**config.mk**
```make
export PLATFORM = sky130hd
export DESIGN_NAME = dev_bus_arbiter
export DESIGN_NICKNAME = d
export VERILOG_FILES = /design/src/rtl/dev_bus_arbiter_pkg.sv /design/src/rtl/dev_bus_arbiter_watchdog.sv /design/src/rtl/dev_bus_arbiter.sv
export SDC_FILE = /design/constraint.sdc
export NUM_CORES = 1
export LEC_CHECK = 0
export BUFFER_PORTS_ARGS = -buffer_cell sky130_fd_sc_hd__buf_2
export CORE_AREA = 2 2 120 122
export CTS_CLUSTER_SIZE = 14
export DETAILED_ROUTE_END_ITERATION = 8
export DIE_AREA = 0 0 122 124
export PLACE_DENSITY = 0.51
export SETUP_SLACK_MARGIN = 0.5
export SLEW_MARGIN = 20
export SYNTH_ARGS = -nofsm -noshare
export SYNTH_HDL_FRONTEND = slang
export SYNTH_SLANG_ARGS = --single-unit
```
**constraint.sdc**
```tcl
create_clock -name clk -period 2.75 [get_ports clk]
set_input_delay 0.275 -clock clk [delete_from_list [all_inputs] [get_ports clk]]
set_output_delay 0.275 -clock clk [all_outputs]
set_load 0.05 [all_outputs]
```
**src/rtl/dev_bus_arbiter_pkg.sv**
```systemverilog
// Shared types and constants for the two-master device bus arbiter.
// The state encoding and default abort data are also used by the DMA engine.
package dev_bus_arbiter_pkg;

    localparam int unsigned ADDR_W = 32;
    localparam int unsigned DATA_W = 32;
    localparam int unsigned BSEL_W = 4;

    localparam logic [DATA_W-1:0] TIMEOUT_DATA_DEF = 32'hDEADBEEF;

    typedef enum logic {
        ST_IDLE = 1'b0,
        ST_OWN  = 1'b1
    } arb_state_t;

    typedef struct packed {
        logic              write;
        logic [ADDR_W-1:0] addr;
        logic [DATA_W-1:0] data;
        logic [BSEL_W-1:0] bsel;
    } dev_req_t;

    // Counter width able to hold 0..cycles; a disabled watchdog still needs one bit.
    function automatic int unsigned wdog_width(input int unsigned cycles);
        return (cycles == 0) ? 1 : $clog2(cycles + 1);
    endfunction

endpackage

```
**src/rtl/dev_bus_arbiter_watchdog.sv**
```systemverilog
// Stall counter for the device bus: counts owned cycles with the device busy
// and flags the cycle in which the current transaction must be aborted.
module dev_bus_arbiter_watchdog
    import dev_bus_arbiter_pkg::*;
#(
    parameter int unsigned TIMEOUT_CYCLES = 4096
) (
    input  logic clk,
    input  logic rst_n,
    input  logic i_clear,
    input  logic i_stall,
    output logic o_abort_c
);

    localparam int unsigned WDOG_W = wdog_width(TIMEOUT_CYCLES);
    localparam logic [WDOG_W-1:0] LIMIT =
        WDOG_W'((TIMEOUT_CYCLES == 0) ? 0 : TIMEOUT_CYCLES - 1);

    logic [WDOG_W-1:0] r_wdog;

    // Saturates at LIMIT so it can never wrap back to zero.
    always_ff @(posedge clk or negedge rst_n) begin
        if (!rst_n) begin
            r_wdog <= '0;
        end else if (i_clear) begin
            r_wdog <= '0;
        end else if (i_stall && (r_wdog != LIMIT)) begin
            r_wdog <= r_wdog + WDOG_W'(1);
        end
    end

    assign o_abort_c = (TIMEOUT_CYCLES != 0) && i_stall && (r_wdog == LIMIT);

endmodule

```
**src/rtl/dev_bus_arbiter.sv**
```systemverilog
// Round-robin arbiter sharing the devctrl request port between the CPU (m0)
// and the DMA engine (m1); each grant is held until the device completes.
module dev_bus_arbiter
    import dev_bus_arbiter_pkg::*;
#(
    parameter int unsigned       TIMEOUT_CYCLES = 4096,
    parameter logic [DATA_W-1:0] TIMEOUT_DATA   = TIMEOUT_DATA_DEF
) (
    input  logic              clk,
    input  logic              rst_n,
    input  logic              m0_enable_i,
    input  logic              m0_write_i,
    input  logic [ADDR_W-1:0] m0_addr_i,
    input  logic [DATA_W-1:0] m0_dataSave_i,
    input  logic [BSEL_W-1:0] m0_byteSelect_i,
    output logic [DATA_W-1:0] m0_dataLoad_o,
    output logic              m0_busy_o,
    input  logic              m1_enable_i,
    input  logic              m1_write_i,
    input  logic [ADDR_W-1:0] m1_addr_i,
    input  logic [DATA_W-1:0] m1_dataSave_i,
    input  logic [BSEL_W-1:0] m1_byteSelect_i,
    output logic [DATA_W-1:0] m1_dataLoad_o,
    output logic              m1_busy_o,
    output logic              devEnable_o,
    output logic              devWrite_o,
    output logic [ADDR_W-1:0] devPhysicalAddr_o,
    output logic [DATA_W-1:0] devDataSave_o,
    output logic [BSEL_W-1:0] devByteSelect_o,
    input  logic [DATA_W-1:0] devDataLoad_i,
    input  logic              devBusy_i,
    output logic              timeout_o
);

    arb_state_t r_state, w_state_nxt;
    logic       r_owner, w_owner_nxt;
    logic       r_last,  w_last_nxt;

    logic [1:0]        w_en;
    logic [1:0]        w_busy;
    logic [DATA_W-1:0] w_load [2];
    dev_req_t          w_req  [2];
    dev_req_t          w_sel;
    logic              w_own_en;
    logic              w_abort;

    assign w_en     = {m1_enable_i, m0_enable_i};
    assign w_req[0] = {m0_write_i, m0_addr_i, m0_dataSave_i, m0_byteSelect_i};
    assign w_req[1] = {m1_write_i, m1_addr_i, m1_dataSave_i, m1_byteSelect_i};
    assign w_sel    = w_req[r_owner];
    assign w_own_en = w_en[r_owner];

    dev_bus_arbiter_watchdog #(
        .TIMEOUT_CYCLES (TIMEOUT_CYCLES)
    ) u_wdog (
        .clk       (clk),
        .rst_n     (rst_n),
        .i_clear   (r_state == ST_IDLE),
        .i_stall   ((r_state == ST_OWN) && w_own_en && devBusy_i),
        .o_abort_c (w_abort)
    );

    // last=1 after reset so m0 wins the first tie.
    always_ff @(posedge clk or negedge rst_n) begin
        if (!rst_n) begin
            r_state <= ST_IDLE;
            r_owner <= 1'b0;
            r_last  <= 1'b1;
        end else begin
            r_state <= w_state_nxt;
            r_owner <= w_owner_nxt;
            r_last  <= w_last_nxt;
        end
    end

    always_comb begin
        w_state_nxt = r_state;
        w_owner_nxt = r_owner;
        w_last_nxt  = r_last;
        w_busy      = w_en;
        w_load[0]   = '0;
        w_load[1]   = '0;
        devEnable_o = 1'b0;
        timeout_o   = 1'b0;

        case (r_state)
            ST_IDLE: begin
                if (|w_en) begin
                    w_owner_nxt = (&w_en) ? ~r_last : w_en[1];
                    w_state_nxt = ST_OWN;
                end
            end
            ST_OWN: begin
                devEnable_o = w_own_en;
                // An owner that abandons its request just releases the bus.
                if (!w_own_en) begin
                    w_state_nxt = ST_IDLE;
                end else if (!devBusy_i) begin
                    w_busy[r_owner] = 1'b0;
                    w_load[r_owner] = devDataLoad_i;
                    w_last_nxt      = r_owner;
                    w_state_nxt     = ST_IDLE;
                end else if (w_abort) begin
                    w_busy[r_owner] = 1'b0;
                    w_load[r_owner] = TIMEOUT_DATA;
                    timeout_o       = 1'b1;
                    w_last_nxt      = r_owner;
                    w_state_nxt     = ST_IDLE;
                end
            end
            default: w_state_nxt = ST_IDLE;
        endcase
    end

    assign m0_busy_o         = w_busy[0];
    assign m1_busy_o         = w_busy[1];
    assign m0_dataLoad_o     = w_load[0];
    assign m1_dataLoad_o     = w_load[1];
    assign devWrite_o        = w_sel.write;
    assign devPhysicalAddr_o = w_sel.addr;
    assign devDataSave_o     = w_sel.data;
    assign devByteSelect_o   = w_sel.bsel;

endmodule

```
==> key figures, run 1 <==
Placement
  – Buffers on Ports: 311
  – Final GP Congestion: 0.8265
  – Post-DP HPWL: 11440 um
  – Dpl ws: 295.6 ps

CTS
  – Num CTS Buffers: 3
  – Clk sinks: 16
  – Worst-path clk slew: 50 ps
  – Root Driver: clkbuf_16
  – H-tree levels: 1
  – Clock buffer depth: 2
  – CTS tree: yes
  – Skew-Pair Late Insertion Delay: 250 ps

Power and ir drop
  – Pwr Total: 4188 uW
  – Power Density: 866.2 nW/um^2
  – VDD IR max: 0.3666 mV
  – Leak: 0.002373 uW

Timing
  – Worst slew pin tran: 707.5 ps
  – Slew margin rel.: 52.23%
  – Fin. Hold Viols: 0
  – Setup_tns: 0 ps
  – Fin crit share: 84.74%
  – Max Clock Freq: 0.4291 GHz
  – Min cycle time layout: 2330 ps
  – RSZ-0062 raised after global routing: yes
  – Slew Viols, Final: 0
  – Endpoints failing setup: 0
  – Setup Skew: 2.566 ps
  – Final worst setup slack: 419.6 ps

GRT
  – Initial antenna violation count: 1
  – Vias in the first global route: 3450
  – Total grt overflow: 0
  – First-pass GRT wire length: 18870 um
  – GR Util All Layers: 16.08%
  – Largest net degree at the start of global routing: 70

Yosys
  – Commonest register cell after synthesis: dfrtp_1
  – Yosys warning count: 0
  – Seq/Total Area, Yosys: 17.20%
  – Avg Synthesized Cell Area: 7.705 sq um
  – FFs w/ async S/R, synth: 100.0%
  – Synthesized area: 2335 sq um
  – Syn Inst Count: 303
  – Syn nets: 479
  – EDFF count, synth: 0
  – Synth unique cells: 40
  – Yosys reg bits: 16

Die
  – Die Area: 15130 sq um
  – Core Area: 13720 sq um
  – Row count: 43
  – Effective utilization at floorplan: 17.02%
  – Die Wd: 122 um
  – Chip height: 124 um
  – # IOs: 312

Hold path
  – Worst min path class: in2reg
  – Worst hold start: m1_enable_i
  – Hold depth: 2
  – Hold EP: r_owner

Critical path
  – Setup crit end kind: output port
  – R2R depth: 5
  – Crit-path max FO: 5
  – Worst EP arrival: 2060 ps
  – CP required: 2480 ps
  – Startpoint Class: register
  – Crit path kind: reg2out
  – Worst r2r dst: r_last
  – Worst R2R Setup Slack: 830 ps
  – R2r startpoint: u_wdog.r_wdog[12]

Status
  – Status: finished clean

Drt
  – Final WL: 14300 um
  – Vias: 3617
  – DRT Pass-1 Iters: 4
  – Antenna-violating nets left: 0
  – Drt drc: 0
  – Routed WL per cell: 17.90 um
  – DRT iter0 DRCs: 125
  – Via density per instance: 4.527

Layout
  – Nets: 796
  – Footprint of the multi-input gates: 1988 sq um
  – Filler instances: 1444
  – P&R area growth vs syn: 107.1%
  – Layout cells sized above 1: 73.02%
  – Inserted Diodes: 0
  – Storage element area: 405.4 sq um

Flow run
  – Max_cap viols: 0
[kinds of logic (layout without fill, tap and decap cells)]
kind of cell               Yosys count  count (layout)  share of synthesized area [%]
buffers and inverters               33             348                          5.574
DFF                                 16              16                          17.20
and+or+nand+nor                    103             103                          22.45
muxes                               74              74                          35.48
AOI/OAI and AO/OA                   76              77                          18.76
adders and majority gates            1               1                         0.5358
[Yosys cell counts (2+ instances only)]
cell type | n | share of area [%]
or3_1 | 2 | 0.54
or4_1 | 4 | 1.3
buf_2 | 5 | 1.1
mux2i_1 | 4 | 1.7
clkbuf_1 | 14 | 2.3
nand2_1 | 57 | 9.2
nor3_1 | 3 | 0.64
nor2_1 | 3 | 0.48
a21oi_1 | 54 | 12
o21ai_0 | 4 | 0.86
o311ai_0 | 3 | 1.1
mux2_2 | 70 | 34
and2_1 | 17 | 4.6
nand3_1 | 3 | 0.64
buf_1 | 7 | 1.1
a31oi_1 | 2 | 0.54
nand4_2 | 2 | 1.1
o31ai_1 | 5 | 1.6
nand4_1 | 3 | 0.80
inv_1 | 7 | 1.1
dfrtp_1 | 15 | 16
[worst max-delay path by stage]
| stage | slack, ps | from | end |
|---|---|---|---|
| after detailed placement | 300 | r_state | m0_dataLoad_o[16] |
| final | 420 | u_wdog.r_wdog[12] | m1_busy_o |
| after global placement | 350 | r_state | m0_dataLoad_o[16] |
| after global routing | 340 | u_wdog.r_wdog[6] | m0_dataLoad_o[31] |
| after floorplan | 270 | u_wdog.r_wdog[0] | m0_dataLoad_o[10] |
| after CTS | 480 | r_owner | m1_dataLoad_o[7] |
[through the flow]
| stage | cell area, sq um | std cells | hold slack, ps | util [%] |
|---|---|---|---|---|
| floorplan | 2390 | 303 | -20.59 | - |
| global placement | 4245 | 776 | 209.7 | 30.94 |
| detailed placement | 4245 | 776 | 216.8 | 30.94 |
| CTS | 4664 | 794 | 356.0 | 34.00 |
| global route | 4835 | 799 | 369.2 | 35.24 |
| finish | 4835 | 799 | 367.6 | 35.24 |
[placed cells by master (no fill, tap or decap), types with 2 or more instances in the layout]
| cell | count |
|---|---|
| a21oi_2 | 23 |
| o31ai_1 | 5 |
| inv_1 | 6 |
| buf_2 | 251 |
| nor2_1 | 3 |
| nand3_1 | 3 |
| mux2_2 | 69 |
| buf_6 | 23 |
| mux2i_1 | 4 |
| o21ai_0 | 4 |
| nor3_2 | 2 |
| buf_4 | 52 |
| clkbuf_16 | 3 |
| nand4_1 | 3 |
| and2_1 | 16 |
| nand4_4 | 2 |
| a21boi_4 | 2 |
| clkbuf_8 | 2 |
| or3_1 | 2 |
| nand2_1 | 56 |
| buf_12 | 8 |
| a31oi_1 | 2 |
| o311ai_0 | 3 |
| or4_1 | 4 |
| dfrtp_2 | 3 |
| dfrtp_1 | 12 |
| a21oi_1 | 31 |
[layer usage]
metal  up-vias  global-route usage (%)  routed length [um]
met4         0                   2.945                 229
met5         -                       0                   0
met2       185                   28.91                7182
li1       1732                       -                   -
met3        15                   3.846                1302
met1      1685                   19.65                5588
[area by class of cell]
cell class              count  share of cell area [%]
clock buffers               4                   1.837
inverters                   7                  0.6211
multi-input cells         255                   41.12
flip-flops and latches     16                   8.385
well taps                 180                   4.658
repair buffers            337                   43.37
[worst max-delay path: stages (launching register included)]
cell	delay, ps
dfrtp_1	380
nand3b_1	310
buf_4	220
or4_4	450
nand2_1	110
a31oi_1	120
buf_4	210
[report_power, final]
group / internal [uW] / switching, uW
clock network: 222 / 103
logic: 1100 / 2460
registers: 267 / 28.6
total: 1590 / 2600
[what timing repair did]
action | in CTS | in global routing
buffers inserted | 12 | 5
hold buffers | 1 | 0
gates cloned | 1 | 0
resized for setup | 69 | 43
setup endpoints to repair | 128 | 55
endpoints found under the hold margin | 15 | 0
pin swaps | 4 | 4
[flip-flops by register name (all words and copies together), names as in the netlist]
name and cells:
r_owner 1, r_state 1, r_last 1, u_wdog.r_wdog 13
No activity file was read; power rests on OpenSTA's default activity.
==> run 2: changes to the inputs <==
CORE_AREA = 2 2 122 124   (was 2 2 120 122)
DIE_AREA = 0 0 124 126   (was 0 0 122 124)
PLACE_DENSITY = 0.5   (was 0.51)
clock period = 2.23 ns   (was 2.75 ns; I/O delays follow)
==> run 2 against run 1 <==
- the flow now finishes with violations (negative setup slack)
- final cell count is 6.4% higher
- clock skew rose by 0.71 ps
- critical path depth unchanged
- utilization is 11 points higher
- first-iteration DRC count unchanged
- clock-buffer cell count is the same
- flip-flop and latch count stayed put
- routed wire length is 9.2% higher
- combinational power is 55% higher
- cell area rose by 38%
- worst hold slack worse by 83 ps
- register-to-register slack got worse by 630 ps
- largest power group unchanged
==> key figures, run 2 (synthesis results as in run 1) <==
Status
  – Status: complete, but fails checks
  – Failing checks: negative setup slack

GRT
  – Met2 usage: 31.06% (+2.1 points)
  – Initial antenna violation count: 5 (+4)
  – Busiest grt layer: met2
  – First-pass GRT wire length: 21260 um (+13%)
  – GR Util All Layers: 17.75% (+1.7 points)
  – Total grt overflow: 0 (unchanged)
  – Vias in the first global route: 3865 (+12%)
  – M3 GR Usage: 4.574% (+0.73 points)
  – Largest net degree at the start of global routing: 38 (-46%)
  – GR Util met1: 20.71% (+1.1 points)

Timing
  – Fin. Hold Viols: 0 (unchanged)
  – RSZ-0062 raised after global routing: yes
  – Slew margin rel.: 64.86% (+13 points)
  – Max Clock Freq: 0.4371 GHz
  – Setup_tns: -506.3 ps (-506.3 ps)
  – Endpoints failing setup: 33 (+33)
  – Min cycle time layout: 2288 ps
  – Setup Skew: 3.278 ps (+0.7114 ps)
  – Slew Viols, Final: 0 (unchanged)
  – Worst slew pin tran: 521.6 ps (-185.9 ps)
  – Final worst setup slack: -57.99 ps (-477.6 ps)
  – Fin crit share: 102.6%

Flow run
  – Max_cap viols: 0 (unchanged)

Drt
  – Vias: 3820 (+5.6%)
  – DRT iter0 DRCs: 125 (unchanged)
  – Final WL: 15610 um (+9.2%)
  – DRT Pass-1 Iters: 4 (unchanged)
  – Via density per instance: 4.494 (-0.72%)
  – Antenna-violating nets left: 0 (unchanged)
  – Drt drc: 0 (unchanged)
  – Routed WL per cell: 18.37 um (+2.6%)

Power and ir drop
  – Pwr Total: 6278 uW (+50%)
  – Sequential Power Share: 5.7% (-1.4 points)
  – Leak: 0.002930 uW (+24%)
  – Combinational Power Share: 88.0% (+2.8 points)
  – Clk pwr share: 6.2% (-1.5 points)
  – Sw frac: 56.86% (-5.1 points)
  – NetSw: 3570 uW (+38%)
  – Power Density: 943.9 nW/um^2 (+9.0%)
  – Int Power: 2708 uW (+70%)
  – VDD IR max: 0.8149 mV (+120%)

Placement
  – Dpl ws: 122.5 ps (-173.2 ps)
  – Buffers on Ports: 311 (unchanged)
  – Final GP Congestion: 0.8795 (+6.4%)
  – Post-DP HPWL: 11790 um (+3.1%)
  – Cell Area, Placed: 4878 sq um (+15%)

Critical path
  – CP required: 2010 ps (-470 ps)
  – Crit-path max cell delay: 490 ps (+40 ps)
  – CP max stage cell: dfrtp_4
  – Worst EP arrival: 2060 ps (about the same)
  – Setup crit end kind: output port
  – Startpoint Class: register
  – Crit-path max FO: 6 (+1)
  – Cell Chain, Critical Path: mux2_4 > nand4_4 > o41a_4 > clkbuf_16 > a21oi_4 > buf_6
  – Crit path kind: reg2out

Die
  – # IOs: 312 (unchanged)
  – Die Wd: 124 um (+1.6%)
  – Row count: 44 (+2.3%)
  – Chip height: 126 um (+1.6%)
  – Core Area: 14310 sq um (+4.3%)
  – Die Area: 15620 sq um (+3.3%)
  – Effective utilization at floorplan: 16.31% (-0.71 points)

CTS
  – Skew-Pair Late Insertion Delay: 250 ps (about the same)
  – Clk sinks: 16 (unchanged)
  – Num CTS Buffers: 3 (unchanged)
  – Root Driver: clkbuf_16
  – H-tree levels: 1 (unchanged)
  – Clock buffer depth: 2 (unchanged)
  – CTS tree: yes
  – Worst-path clk slew: 50 ps (about the same)

Layout
  – Layout cells sized above 1: 84.66% (+12 points)
  – P&R area growth vs syn: 184.9%
  – Most frequent cells in the layout: 211 x buf_2, 69 x mux2_2, 58 x buf_6, 54 x nand2_1, 47 x a21oi_4
  – Reg with most FFs: u_wdog.r_wdog
  – Filler instances: 1338 (-7.3%)
  – Max FFs per register: 13 (unchanged)
  – Cell area after layout: 6651 sq um (+38%)
  – Nets: 842 (+5.8%)
  – Commonest non-fill, non-tap cell in the layout: buf_2

Hold path
  – Worst min path class: in2reg
## run 2: cell count changes in the layout (fill, tap and decap cells not counted), moves of 19 or more
cell	change
a21oi_2	-19
buf_6	+35
a21oi_1	-28
a21oi_4	+47
buf_2	-40
buf_8	+40
## run 2: stage by stage
| stage | util (%) | hold WS, ps | cells |
|---|---|---|---|
| after floorplan | - | -72.59 | 303 |
| after global placement | 34.08 | 161.2 | 794 |
| after detailed placement | 34.08 | 169.6 | 794 |
| after CTS | 41.15 | 285.4 | 824 |
| after global routing | 46.47 | 289.4 | 850 |
| final | 46.47 | 284.8 | 850 |
## run 2: what timing repair did
action	CTS	global route
endpoints found under the hold margin	15	0
gates resized for setup	171	165
buffers inserted	18	20
hold buffers	1	0
pin swaps	11	32
cloned	7	5
endpoints found under the setup margin	147	150
## run 2: path summary, 6_finish.rpt
kind | endpoint | depth (start not counted) | slack (ps) | start
worst max-delay path | m1_dataLoad_o[11] | 6 | -60 | r_owner
worst min-delay path | r_owner | 2 | 280 | m1_enable_i
worst max register to register | u_wdog.r_wdog[7] | 8 | 200 | r_owner
worst min register to register | u_wdog.r_wdog[12] | 1 | 520 | u_wdog.r_wdog[12]
max in group asynchronous | r_last | 2 | 1480 | rst_n
min in group asynchronous | u_wdog.r_wdog[12] | 2 | 440 | rst_n
## run 2: cell type report
cell class	count	area [sq um]	area share [%]
diodes	1	2.502	0.03762
multi-input cells	254	2683	40.33
inverters	7	37.54	0.5643
repair buffers	384	3201	48.12
flip-flops and latches	16	409.1	6.151
clock buffers	4	88.84	1.336
well taps	184	230.2	3.461
## run 2: power by group through the flow
stage	sequential [uW]	combinational, uW	clock (uW)
3_5_place_dp	366	4470	0
5_1_grt	365	5750	419
4_1_cts	362	4930	403
3_3_place_gp	366	4450	0
2_1_floorplan	347	3470	0
6_report	361	5530	392
## run 2: worst max-delay path: cells and delay by family, from the launching register on
| kind | cells | cell delay [ps] |
|---|---|---|
| AOI/OAI and AO/OA | 2 | 590 |
| muxes | 1 | 230 |
| and+or+nand+nor | 1 | 100 |
| DFF | 1 | 490 |
| buffers and inverters | 2 | 380 |
## run 2: metal layers
metal | share of wire, % | vias to the layer above | routed length [um]
met2 | 53 | 174 | 8217
met1 | 37 | 1785 | 5809
met5 | 0.10 | - | 16
met3 | 7.4 | 31 | 1151
li1 | - | 1828 | -
met4 | 2.7 | 2 | 417
==> run 3: changes to the inputs <==
clock period = 2.5 ns   (was 2.23 ns; I/O delays follow)
==> run 3 against run 2 <==
- highest routed layer is now met4
- the run now ends clean
- non-clock buffer count shrank 11
- routed wire length is 5.0% lower
- clock skew increased by 2.6 ps
- via count up 1.3%
- critical path type unchanged
- cell area decreased by 9.6%
==> key figures, run 3 (synthesis results as in run 1) <==
Status
  – Status: finished clean

Layout
  – P&R area growth vs syn: 157.7%
  – Nets: 831 (-1.3%)
  – Max FFs per register: 13 (unchanged)
  – Filler instances: 1372 (+2.5%)
  – Footprint of the multi-input gates: 2519 sq um (-6.1%)
  – Commonest non-fill, non-tap cell in the layout: buf_2
  – Storage element area: 405.4 sq um (-0.92%)
  – Cell area after layout: 6016 sq um (-9.6%)
  – Layout cells sized above 1: 79.82% (-4.8 points)
  – Reg with most FFs: u_wdog.r_wdog
  – Most frequent cells in the layout: 245 x buf_2, 73 x buf_6, 69 x mux2_2, 53 x nand2_1, 46 x a21oi_4

Timing
  – RSZ-0062 raised after global routing: yes
  – Min cycle time layout: 2285 ps
  – Worst slew pin tran: 546.0 ps (+24.35 ps)
  – Worst hold margin: 328.1 ps (+43.24 ps)
  – Endpoints failing setup: 0 (-100%)
  – Slew margin rel.: 63.03% (-1.8 points)
  – Fin crit share: 91.41%
  – Fin. Hold Viols: 0 (unchanged)
  – Slew Viols, Final: 0 (unchanged)
  – Max Clock Freq: 0.4376 GHz
  – Setup_tns: 0 ps (+506.3 ps)
  – Setup Skew: 5.868 ps (+2.591 ps)

Hold path
  – Hold depth: 3 (+1)
  – Worst hold start: m1_enable_i
  – Hold EP: r_state
  – Worst min path class: in2reg

Placement
  – Cell Area, Placed: 4710 sq um (-3.5%)
  – Post-DP HPWL: 10770 um (-8.7%)
  – Buffers on Ports: 311 (unchanged)
  – Final GP Congestion: 0.8847 (+0.59%)

Die
  – # IOs: 312 (unchanged)
  – Effective utilization at floorplan: 16.31% (unchanged)
  – Row count: 44 (unchanged)
  – Die Area: 15620 sq um (unchanged)
  – Core Area: 14310 sq um (unchanged)
  – Die Wd: 124 um (unchanged)
  – Chip height: 126 um (unchanged)

GRT
  – GR Util All Layers: 16.34% (-1.4 points)
  – Initial antenna violation count: 1 (-4)
  – Total grt overflow: 0 (unchanged)
  – First-pass GRT wire length: 20330 um (-4.4%)
  – Largest net degree at the start of global routing: 73 (+92%)
  – Vias in the first global route: 3985 (+3.1%)

Power and ir drop
  – NetSw: 3146 uW (-12%)
  – Combinational Power Share: 87.7% (-0.3 points)
  – Power Density: 875.0 nW/um^2 (-7.3%)
  – VDD IR max: 0.3643 mV (-55%)
  – Int Power: 2118 uW (-22%)
  – Sequential Power Share: 6.1% (+0.4 points)
  – Sw frac: 59.77% (+2.9 points)
  – Leak: 0.002702 uW (-7.8%)
  – Clk pwr share: 6.2% (about the same)

Drt
  – Vias: 3868 (+1.3%)
  – Routed WL per cell: 17.67 um (-3.8%)
  – DRT iter0 DRCs: 152 (+22%)
  – Drt drc: 0 (unchanged)
  – Antenna-violating nets left: 0 (unchanged)
  – DRT Pass-1 Iters: 4 (unchanged)
  – Via density per instance: 4.610 (+2.6%)
  – Final WL: 14830 um (-5.0%)

Critical path
  – Startpoint Class: register
  – Worst EP arrival: 2040 ps (-20 ps)
  – Critical path launch point: u_wdog.r_wdog[4]
  – Worst R2R Setup Slack: 440 ps (+240 ps)
  – Worst r2r dst: u_wdog.r_wdog[4]
  – R2R depth: 8 (unchanged)
  – Crit-path max cell delay: 410 ps (-80 ps)
  – Buf/Inv on CP: 3 (+1)
  – R2r startpoint: u_wdog.r_wdog[1]
  – Setup crit end kind: output port
  – Crit path kind: reg2out
  – Crit-path max FO: 6 (unchanged)
  – Family with the most delay on the worst path: simple AND/OR/NAND/NOR gates
  – Cell Chain, Critical Path: buf_4 > nand4_1 > nor4_4 > a21boi_4 > buf_16 > a21oi_4 > buf_6
  – CP required: 2250 ps (+240 ps)
  – CP max stage cell: nor4_4

CTS
  – Num CTS Buffers: 3 (unchanged)
  – H-tree levels: 1 (unchanged)
  – Clk sinks: 16 (unchanged)
  – Worst-path clk slew: 50 ps (about the same)
  – Clock buffer depth: 2 (unchanged)
  – CTS tree: yes
  – Skew-Pair Late Insertion Delay: 250 ps (about the same)
  – Root Driver: clkbuf_16

Flow run
  – Max_cap viols: 0 (unchanged)
==> run 3: cell types whose count changed in the layout (fill, tap and decap cells not counted), moves of 3 or more <==
| cell | previous run | this run |
|---|---|---|
| a21oi_2 | 4 | 1 |
| and2_1 | 1 | 15 |
| clkbuf_4 | 13 | 0 |
| and2_4 | 16 | 2 |
| clkbuf_16 | 8 | 5 |
| buf_2 | 211 | 245 |
| a21oi_1 | 3 | 7 |
| buf_12 | 9 | 6 |
| buf_8 | 40 | 15 |
| buf_6 | 58 | 73 |
| buf_4 | 41 | 28 |
==> run 3: worst register-to-register path, delay by kind of cell, from the launching register on <==
family,cells,cell delay (ps)
adders and majority gates,1,200
DFF,1,420
AOI/OAI and AO/OA,1,180
and+or+nand+nor,2,590
buffers and inverters,4,580
==> run 3: power by group through the flow <==
stage / combinational, uW / sequential (uW) / clock, uW
final: 4610 / 324 / 326
after global routing: 4820 / 327 / 347
after CTS: 4240 / 317 / 326
after detailed placement: 3860 / 329 / 0
after global placement: 3840 / 328 / 0
after floorplan: 3030 / 309 / 0
==> run 3: metal layers <==
layer	track usage (%)	vias up	share of wire (%)
li1	-	1801	-
met1	17.33	1840	36
met2	32.03	198	53
met3	2.491	29	8.3
met4	5.354	0	2.7
met5	0	-	0
==> run 3: worst max path at each step <==
stage | cells after the start | end
2_1_floorplan | 4 | m1_dataLoad_o[0]
3_3_place_gp | 6 | m1_dataLoad_o[28]
3_5_place_dp | 6 | m1_dataLoad_o[18]
4_1_cts | 7 | m0_dataLoad_o[13]
5_1_grt | 7 | m0_dataLoad_o[19]
6_report | 7 | m0_dataLoad_o[19]
==> run 3: cell type report <==
cell class,count,area share (%)
inverter,7,0.5616
clock buffer,4,1.310
multi-input combinational,254,41.87
sequential,16,6.739
antenna,1,0.04160
timing repair buffer,373,45.65
tap,184,3.827
==> run 3: stage by stage <==
| stage | worst slack, ps | power, uW | utilization [%] | cells |
|---|---|---|---|---|
| final | 214.7 | 5264 | 42.03 | 839 |
| after global routing | 114.8 | 5498 | 42.03 | 839 |
| after CTS | 229.6 | 4880 | 39.41 | 821 |
| after detailed placement | 209.7 | 4184 | 32.90 | 791 |
| after global placement | 263.4 | 4166 | 32.90 | 791 |
| after floorplan | 256.9 | 3343 | - | 303 |
==> run 3: repair_timing <==
item / 4_1_cts / 5_1_grt
setup buffers: 23 / 12
cloned: 2 / 5
hold endpoints to repair: 15 / 0
setup endpoints to repair: 136 / 132
pin swaps: 7 / 5
hold buffers: 1 / 0
resized for setup: 170 / 47
